$ cat config.mk
export PLATFORM = sky130hd
export DESIGN_NAME = fetch_queue
export DESIGN_NICKNAME = d
export VERILOG_FILES = /design/src/rtl/fetch_queue_pkg.sv /design/src/rtl/fq_storage.sv /design/src/rtl/fetch_queue.sv
export SDC_FILE = /design/constraint.sdc
export NUM_CORES = 1
export LEC_CHECK = 0
export ABC_AREA = 1
export CELL_PAD_IN_SITES_DETAIL_PLACEMENT = 0
export CELL_PAD_IN_SITES_GLOBAL_PLACEMENT = 1
export CORE_ASPECT_RATIO = 1.1
export CORE_MARGIN = 2
export CORE_UTILIZATION = 40
export DETAILED_ROUTE_END_ITERATION = 7
export PLACE_DENSITY = 0.79
export SYNTH_ARGS = -nofsm -noshare
export SYNTH_HDL_FRONTEND = slang
export SYNTH_SLANG_ARGS = --single-unit
export TNS_END_PERCENT = 100
$ cat constraint.sdc
create_clock -name clk_i -period 3.1 [get_ports clk_i]
set_input_delay 0.62 -clock clk_i [delete_from_list [all_inputs] [get_ports clk_i]]
set_output_delay 0.62 -clock clk_i [all_outputs]
set_load 0.02 [all_outputs]
$ cat src/rtl/fetch_queue_pkg.sv
// Shared types for the PC-tagged fetch queue: fetch exception codes,
// branch-prediction info and the queue entry record.
package fetch_queue_pkg;

    localparam int FQ_XLEN      = 32;
    localparam int FQ_DEPTH_DEF = 4;

    typedef enum logic [3:0] {
        NO_EXCEPTION          = 4'd0,
        INSTR_ADDR_MISALIGNED = 4'd1,
        INSTR_ACCESS_FAULT    = 4'd2,
        ILLEGAL_INSTRUCTION   = 4'd3,
        INSTR_PAGE_FAULT      = 4'd4
    } exc_type_e;

    typedef struct packed {
        logic               taken;
        logic [FQ_XLEN-1:0] pc;
    } predict_info_t;

    typedef struct packed {
        logic [FQ_XLEN-1:0] pc;
        logic [FQ_XLEN-1:0] inst;
        logic               is_comp;
        exc_type_e          exc;
        predict_info_t      spec;
    } fq_entry_t;

    // An entry carrying any fetch exception fences further enqueues.
    function automatic logic fq_is_exc(input exc_type_e exc);
        return (exc != NO_EXCEPTION);
    endfunction

endpackage

$ cat src/rtl/fq_storage.sv
// Circular register array for the fetch queue: one synchronous write port
// and one combinational read port.
module fq_storage #(
    parameter int DEPTH = 4,
    parameter int W     = 8,
    parameter int IW    = $clog2(DEPTH)
) (
    input  logic          clk_i,
    input  logic          rst_ni,
    input  logic          wr_en_i,
    input  logic [IW-1:0] wr_idx_i,
    input  logic [W-1:0]  wr_data_i,
    input  logic [IW-1:0] rd_idx_i,
    output logic [W-1:0]  rd_data_o
);

    logic [W-1:0] mem_r [DEPTH];

    // Entry registers; cleared on reset so the head never shows X.
    always_ff @(posedge clk_i or negedge rst_ni) begin
        if (!rst_ni) begin
            for (int i = 0; i < DEPTH; i++) begin
                mem_r[i] <= '0;
            end
        end else if (wr_en_i) begin
            mem_r[wr_idx_i] <= wr_data_i;
        end
    end

    // Head read straight from the array.
    always_comb begin
        rd_data_o = mem_r[rd_idx_i];
    end

endmodule

$ cat src/rtl/fetch_queue.sv
// PC-tagged instruction queue between fetch and decode with throttle hint,
// exception fence and single-cycle flush. Optional FETCH_QUEUE_BYPASS_EN.
module fetch_queue
    import fetch_queue_pkg::*;
#(
    parameter int DEPTH     = FQ_DEPTH_DEF,
    parameter int AF_MARGIN = 1,
    parameter int XLEN      = FQ_XLEN
) (
    input  logic                   clk_i,
    input  logic                   rst_ni,
    input  logic                   flush_i,
    input  logic                   enq_valid_i,
    output logic                   enq_ready_o,
    input  logic [XLEN-1:0]        enq_pc_i,
    input  logic [XLEN-1:0]        enq_inst_i,
    input  logic                   enq_is_comp_i,
    input  exc_type_e              enq_exc_i,
    input  predict_info_t          enq_spec_i,
    output logic                   deq_valid_o,
    input  logic                   deq_ready_i,
    output logic [XLEN-1:0]        deq_pc_o,
    output logic [XLEN-1:0]        deq_inst_o,
    output logic                   deq_is_comp_o,
    output exc_type_e              deq_exc_o,
    output predict_info_t          deq_spec_o,
    output logic [$clog2(DEPTH):0] count_o,
    output logic                   almost_full_o,
    output logic                   fenced_o
);

    localparam int IW = $clog2(DEPTH);
    localparam int PW = IW + 1;
    localparam int EW = $bits(fq_entry_t);
    localparam logic [PW-1:0] AF_TH_C  = PW'(DEPTH - AF_MARGIN);
    localparam logic [PW-1:0] PTR_ONE_C = PW'(1);

    logic [PW-1:0] wr_ptr_r;
    logic [PW-1:0] rd_ptr_r;
    logic          fenced_r;
    logic          run_r;

    logic          empty_s;
    logic          full_s;
    logic [PW-1:0] count_s;
    logic          enq_fire_s;
    logic          deq_fire_s;
    logic          wr_en_s;
    logic          rd_adv_s;
    fq_entry_t     enq_entry_s;
    fq_entry_t     head_entry_s;
    logic [EW-1:0] rd_data_s;

    // Pack the incoming fetch fields into one entry.
    always_comb begin
        enq_entry_s         = '0;
        enq_entry_s.pc      = enq_pc_i;
        enq_entry_s.inst    = enq_inst_i;
        enq_entry_s.is_comp = enq_is_comp_i;
        enq_entry_s.exc     = enq_exc_i;
        enq_entry_s.spec    = enq_spec_i;
    end

    // Occupancy: wrap bit distinguishes full from empty at equal indices.
    always_comb begin
        empty_s       = (wr_ptr_r == rd_ptr_r);
        full_s        = (wr_ptr_r[IW-1:0] == rd_ptr_r[IW-1:0]) &&
                        (wr_ptr_r[IW] != rd_ptr_r[IW]);
        count_s       = wr_ptr_r - rd_ptr_r;
        count_o       = count_s;
        almost_full_o = (count_s >= AF_TH_C);
        fenced_o      = fenced_r;
        enq_ready_o   = run_r & ~full_s & ~fenced_r & ~flush_i;
        enq_fire_s    = enq_valid_i & enq_ready_o;
    end

    // Head selection and pointer-advance decisions.
    always_comb begin
        head_entry_s = fq_entry_t'(rd_data_s);
        deq_valid_o  = ~empty_s & ~flush_i;
        wr_en_s      = enq_fire_s;
        rd_adv_s     = 1'b0;
`ifdef FETCH_QUEUE_BYPASS_EN
        if (empty_s && !flush_i && run_r) begin
            // Empty queue: present the offered entry directly; store it only
            // if decode does not take it this cycle.
            head_entry_s = enq_entry_s;
            deq_valid_o  = enq_valid_i & ~fenced_r;
            wr_en_s      = enq_fire_s & ~deq_ready_i;
            rd_adv_s     = 1'b0;
        end else begin
            rd_adv_s = deq_valid_o & deq_ready_i;
        end
`else
        rd_adv_s = deq_valid_o & deq_ready_i;
`endif
        deq_fire_s = deq_valid_o & deq_ready_i;
    end

    // Head fields on the decode side.
    always_comb begin
        deq_pc_o      = head_entry_s.pc;
        deq_inst_o    = head_entry_s.inst;
        deq_is_comp_o = head_entry_s.is_comp;
        deq_exc_o     = head_entry_s.exc;
        deq_spec_o    = head_entry_s.spec;
    end

    // Pointers, fence and run flag; flush overrides any concurrent transfer.
    always_ff @(posedge clk_i or negedge rst_ni) begin
        if (!rst_ni) begin
            wr_ptr_r <= '0;
            rd_ptr_r <= '0;
            fenced_r <= 1'b0;
            run_r    <= 1'b0;
        end else if (flush_i) begin
            wr_ptr_r <= '0;
            rd_ptr_r <= '0;
            fenced_r <= 1'b0;
            run_r    <= 1'b1;
        end else begin
            run_r <= 1'b1;
            if (wr_en_s) begin
                wr_ptr_r <= wr_ptr_r + PTR_ONE_C;
            end
            if (rd_adv_s) begin
                rd_ptr_r <= rd_ptr_r + PTR_ONE_C;
            end
            if (enq_fire_s && fq_is_exc(enq_exc_i)) begin
                fenced_r <= 1'b1;
            end
        end
    end

    fq_storage #(
        .DEPTH (DEPTH),
        .W     (EW)
    ) u_storage (
        .clk_i     (clk_i),
        .rst_ni    (rst_ni),
        .wr_en_i   (wr_en_s),
        .wr_idx_i  (wr_ptr_r[IW-1:0]),
        .wr_data_i (enq_entry_s),
        .rd_idx_i  (rd_ptr_r[IW-1:0]),
        .rd_data_o (rd_data_s)
    );

endmodule

Word-level counts from Yosys, hierarchy flattened --
Index checks and enable logic that the tools add are counted. W data, S select, Z words.
Operators by class: $add $sub $neg 3, $mul 0, divide/modulo/power cells 0, $lt $le $gt $ge 4, equality and inequality tests 3, shift operators 0, muxes and demuxes 12, bitwise logic cells 12, reduce and logical (&&, ||, !) cells 7
Operator list (number):
- $bwmux W408 | 1
- $mux W102 | 3
- $bmux W102 S2 | 1
- $demux W102 S2 | 1
- $mux W3 | 4
- $add A3 B1 Y3 const B | 2
- $and A1 B1 Y1 | 6
- $ge A3 B3 Y1 const B | 2
- $not A2 Y3 | 2
- $reduce_bool A2 Y1 | 3
- $not A1 Y1 | 4
- $reduce_bool A4 Y1 | 1
- $eq A3 B3 Y1 | 1
- $ge A3 B2 Y1 const B | 1
- $logic_and A1 B1 Y1 | 3
- $lt A3 B1 Y1 const B | 1
- $sub A3 B3 Y3 | 1
- $eq A2 B2 Y1 | 1
- $mux W1 | 2
- $ne A1 B1 Y1 | 1
Word-level totals: bits in registers 416, latch bits 0, bits in writable memories 0, ROM bits 0, output and inout port bits 109, memories 0

Longest topological paths before layout --
depth after elaboration 10, gate-level depth with buffers 13

By module --
A second synthesis with hierarchy kept.
Second synthesis, totals: cell total of the unflattened synthesis 3045, area total of the unflattened synthesis 21683.3 µm²
By module, submodules not included:
- fq_storage | times used 1, cells each 2976, area each 21077.7 µm²
- fetch_queue | times used 1, cells each 69, area each 605.6 µm²

Worst setup path before layout --
Ideal clock, no wire load.
path kind register -> output, start register rd_ptr_r[1], end output almost_full_o, arrival time 1937 ps, required time 2480 ps, setup slack 543 ps, cell stages (with the launch flop) 7, buffers on the path 2, cells stage by stage dfrtp_1 inv_1 clkbuf_1 clkbuf_1 fa_1 xor2_1 a21o_1
On the way: longest elaborated chain between the ends 2
Ends and longest elaborated chain:
- start, declared | RTL line fetch_queue.sv:39 | logic [PW-1:0] rd_ptr_r;
- start signal, assigned | RTL line fetch_queue.sv:127 | rd_ptr_r <= rd_ptr_r + PTR_ONE_C;
- $sub A3 B3 Y3 | RTL line fetch_queue.sv:69 | count_s = wr_ptr_r - rd_ptr_r;
- via count_o[2] | RTL line fetch_queue.sv:27 | output logic [$clog2(DEPTH):0] count_o,
- $ge A3 B2 Y1 | RTL line fetch_queue.sv:71 | almost_full_o = (count_s >= AF_TH_C);
- end, declared | RTL line fetch_queue.sv:28 | output logic almost_full_o,
The timed path passes the listed nets, and every way through them passes these cells.

==> reports/results.txt <==
Synth Register Bits: 416
Slew margin rel.: 40.3%
Critical Path Source: rd_ptr_r[0]$_DFFE_PN0P_
Main synth FF type: dfrtp_1
Synth top area share: 55.9%
Achievable frequency: 0.326 GHz
Row count: 82
Die Ht: 230 um
Total length of routed wires: 58800 um
Yosys Warn Count: 0
Vias per cell: 5.25
Seq/Total Area, Yosys: 55.9%
WP depth: 5
Initial antenna violation count: 7
Kind of cell adding the most delay to the critical path: buffers and inverters
Vias in the first global route: 16600
Startpoint type of the worst setup path: register
Antenna Nets Post-Route: 0
Top Ports: 216
Post-DP HPWL: 31800 um
Status: completed
Share of post-route cells with drive strength above 1: 5.87%
Placer Congestion: 0.799
Min Tclk post-route: 3070 ps
Worst skew pair latency: 570 ps
Initial DRC Count: 1267
Drt wl/cell: 18.6 um
Number of port buffers: 215
Final nets: 2653
Overall Power: 16.8 mW
Critical-path maximum fanout: 32
Die ar.: 48300 um2
Fin. Hold Viols: 0
Via Count: 16600
Max-Cap Viols: 0
Reg-to-reg startpoint: rd_ptr_r[0]$_DFFE_PN0P_
Worst path bufs/invs: 3
CTS Buf Count: 47
H-tree levels: 2
WS Path Type: reg -> out
Max-slew violations: 0
CP cell instances: inv_6, buf_16, o21ai_0, o22ai_1, clkdlybuf4s50_1
Setup TNS: 0 ps
Initial Utilization: 40.7%
Final setup fails: 0
Leakage power: 12.5 nW
Worst clock skew: 17.1 ps
First-pass GRT wire length: 93300 um
Required @ worst endpoint: 2480 ps
Type of element capturing the critical path: output port
DRC Markers: 0
Largest net degree at the start of global routing: 71
Post-synth EDFFs: 0
CTS Sinks: 416
Proportion of synthesized flip-flops having asynchronous set or reset: 100%
CP peak stage delay: 630 ps
Mapped Area: 18600 um2
Tcrit/Tclk final: 99.1%
Synth top area cells: dfrtp_1, nand2_1, o21ai_0, nor2_1, o22ai_1
Worst path slowest cell: clkdlybuf4s50_1
CP Data Arrival Time: 2450 ps
Worst Tran Pin Value: 895 ps
Top cell type by total area after synthesis: dfrtp_1
Reg2reg end: u_storage.mem_r[260]$_DFFE_PN0P_
Root buffer cell: clkbuf_16
Die X: 210 um
Syn nets: 2490
CTS Hold Bufs: 0
Flop2flop setup slack: 620 ps
Total congestion overflow: 0
Netlist cell types: 24
Cell area power density: 728 nW/um2
Reg2Reg Depth: 8
Peak supply drop: 0.441 mV
DRT Pass-1 Iters: 8
P&R area growth vs syn: 23.8%
GRT Total Usage: 24.4%
Core area: 45800 um2
Worst-path clk slew: 60 ps
CTS tree: yes
Syn_area_per_cell: 7.84 um2
Worst Hold Class: in -> async
RSZ-0062 raised after global routing: true
Clock buffer depth: 3
Post-synthesis cell count: 2375
[cells by family after synthesis]
group	share of synthesized area, %
AND/OR/NAND/NOR	29.9
flip-flops	55.9
AO/OA/AOI/OAI	9.03
buffers and inverters	4.43
adder cells (fa/ha/maj)	0.578
XOR/XNOR	0.141
other	0.0201
[how the worst max path moves through the flow]
stage | end | slack, ps
after floorplan | almost_full_o | 540
after global placement | enq_ready_o | 260
after detailed placement | enq_ready_o | 270
after CTS | deq_pc_o[23] | -70
after global routing | deq_spec_o[5] | -60
final | deq_spec_o[5] | 30
[stage by stage]
| step | util (%) | cells | instance area (um2) | hold slack [ps] | setup WS [ps] |
|---|---|---|---|---|---|
| after floorplan | - | 2375 | 18600 | 324 | 543 |
| after global placement | 46.9 | 3070 | 21500 | 456 | 264 |
| after detailed placement | 46.9 | 3070 | 21500 | 460 | 267 |
| after CTS | 50.3 | 3161 | 23000 | 45.1 | -74.1 |
| after global routing | 50.3 | 3164 | 23000 | 66.1 | -62.0 |
| final | 50.3 | 3164 | 23000 | 42.6 | 29.3 |
[where the power goes]
| group | total (mW) | switching, mW | internal [mW] |
|---|---|---|---|
| clock | 5.45 | 2.21 | 3.24 |
| sequential | 6.85 | 0.490 | 6.36 |
| combinational | 4.47 | 2.75 | 1.72 |
[repair_timing]
item                       CTS  global route
pin swaps                    0             0
cloned                       3             1
buffers inserted             3             0
gates resized for setup    113            35
setup endpoints to repair  107            25
[area by class of cell]
class,count,area (um2)
tap,588,736
multi-input combinational,1789,7440
antenna,2,5.00
sequential,416,10400
inverter,14,60.1
clock inverter,9,72.6
clock buffer,76,1440
timing repair buffer,270,2880
fill,4405,22700
[registers in the layout, summed over array words and instances, names as in the netlist]
register,flops
fenced_o,1
rd_ptr_r,3
run_r,1
u_storage.mem_r,408
wr_ptr_r,3
[worst reg2reg max path, cell delays in order (launching register included)]
cell and delay [ps]:
dfrtp_4 570, ha_1 330, nand2_1 50, inv_1 90, nand3_2 160, nand4_1 200
buf_4 710, nand2_1 190, nand2_1 110
[Yosys cell counts, types with 2 or more instances]
| cell | count |
|---|---|
| clkbuf_1 | 65 |
| nor2_1 | 209 |
| xor2_1 | 2 |
| nand3_1 | 10 |
| inv_2 | 2 |
| nand4_1 | 5 |
| dfrtp_1 | 416 |
| buf_2 | 62 |
| inv_1 | 12 |
| ha_1 | 7 |
| nand2_1 | 1238 |
| o21ai_0 | 206 |
| buf_4 | 29 |
| o22ai_1 | 102 |
[per-layer routing]
metal	wire length, um	global-route usage [%]
met1	26000	32.9
met2	27800	40.4
met3	4050	5.30
met4	924	5.67
met5	56	0
[cells in the final DEF (no fill, tap or decap), types with 5 or more instances in the layout]
| cell | n |
|---|---|
| nand2_1 | 1238 |
| dfrtp_1 | 414 |
| o21ai_0 | 206 |
| nor2_1 | 205 |
| clkdlybuf4s50_1 | 108 |
| o22ai_1 | 98 |
| dlygate4sd2_1 | 84 |
| clkbuf_16 | 50 |
| buf_4 | 22 |
| buf_12 | 22 |
| clkbuf_1 | 16 |
| inv_1 | 11 |
| clkbuf_8 | 11 |
| clkbuf_2 | 11 |
| nand3_1 | 10 |
| ha_1 | 7 |
| clkinv_2 | 7 |
| clkdlybuf4s15_1 | 7 |
| nor2_4 | 5 |
| nand4_1 | 5 |
(Power assumes the default switching activity.)
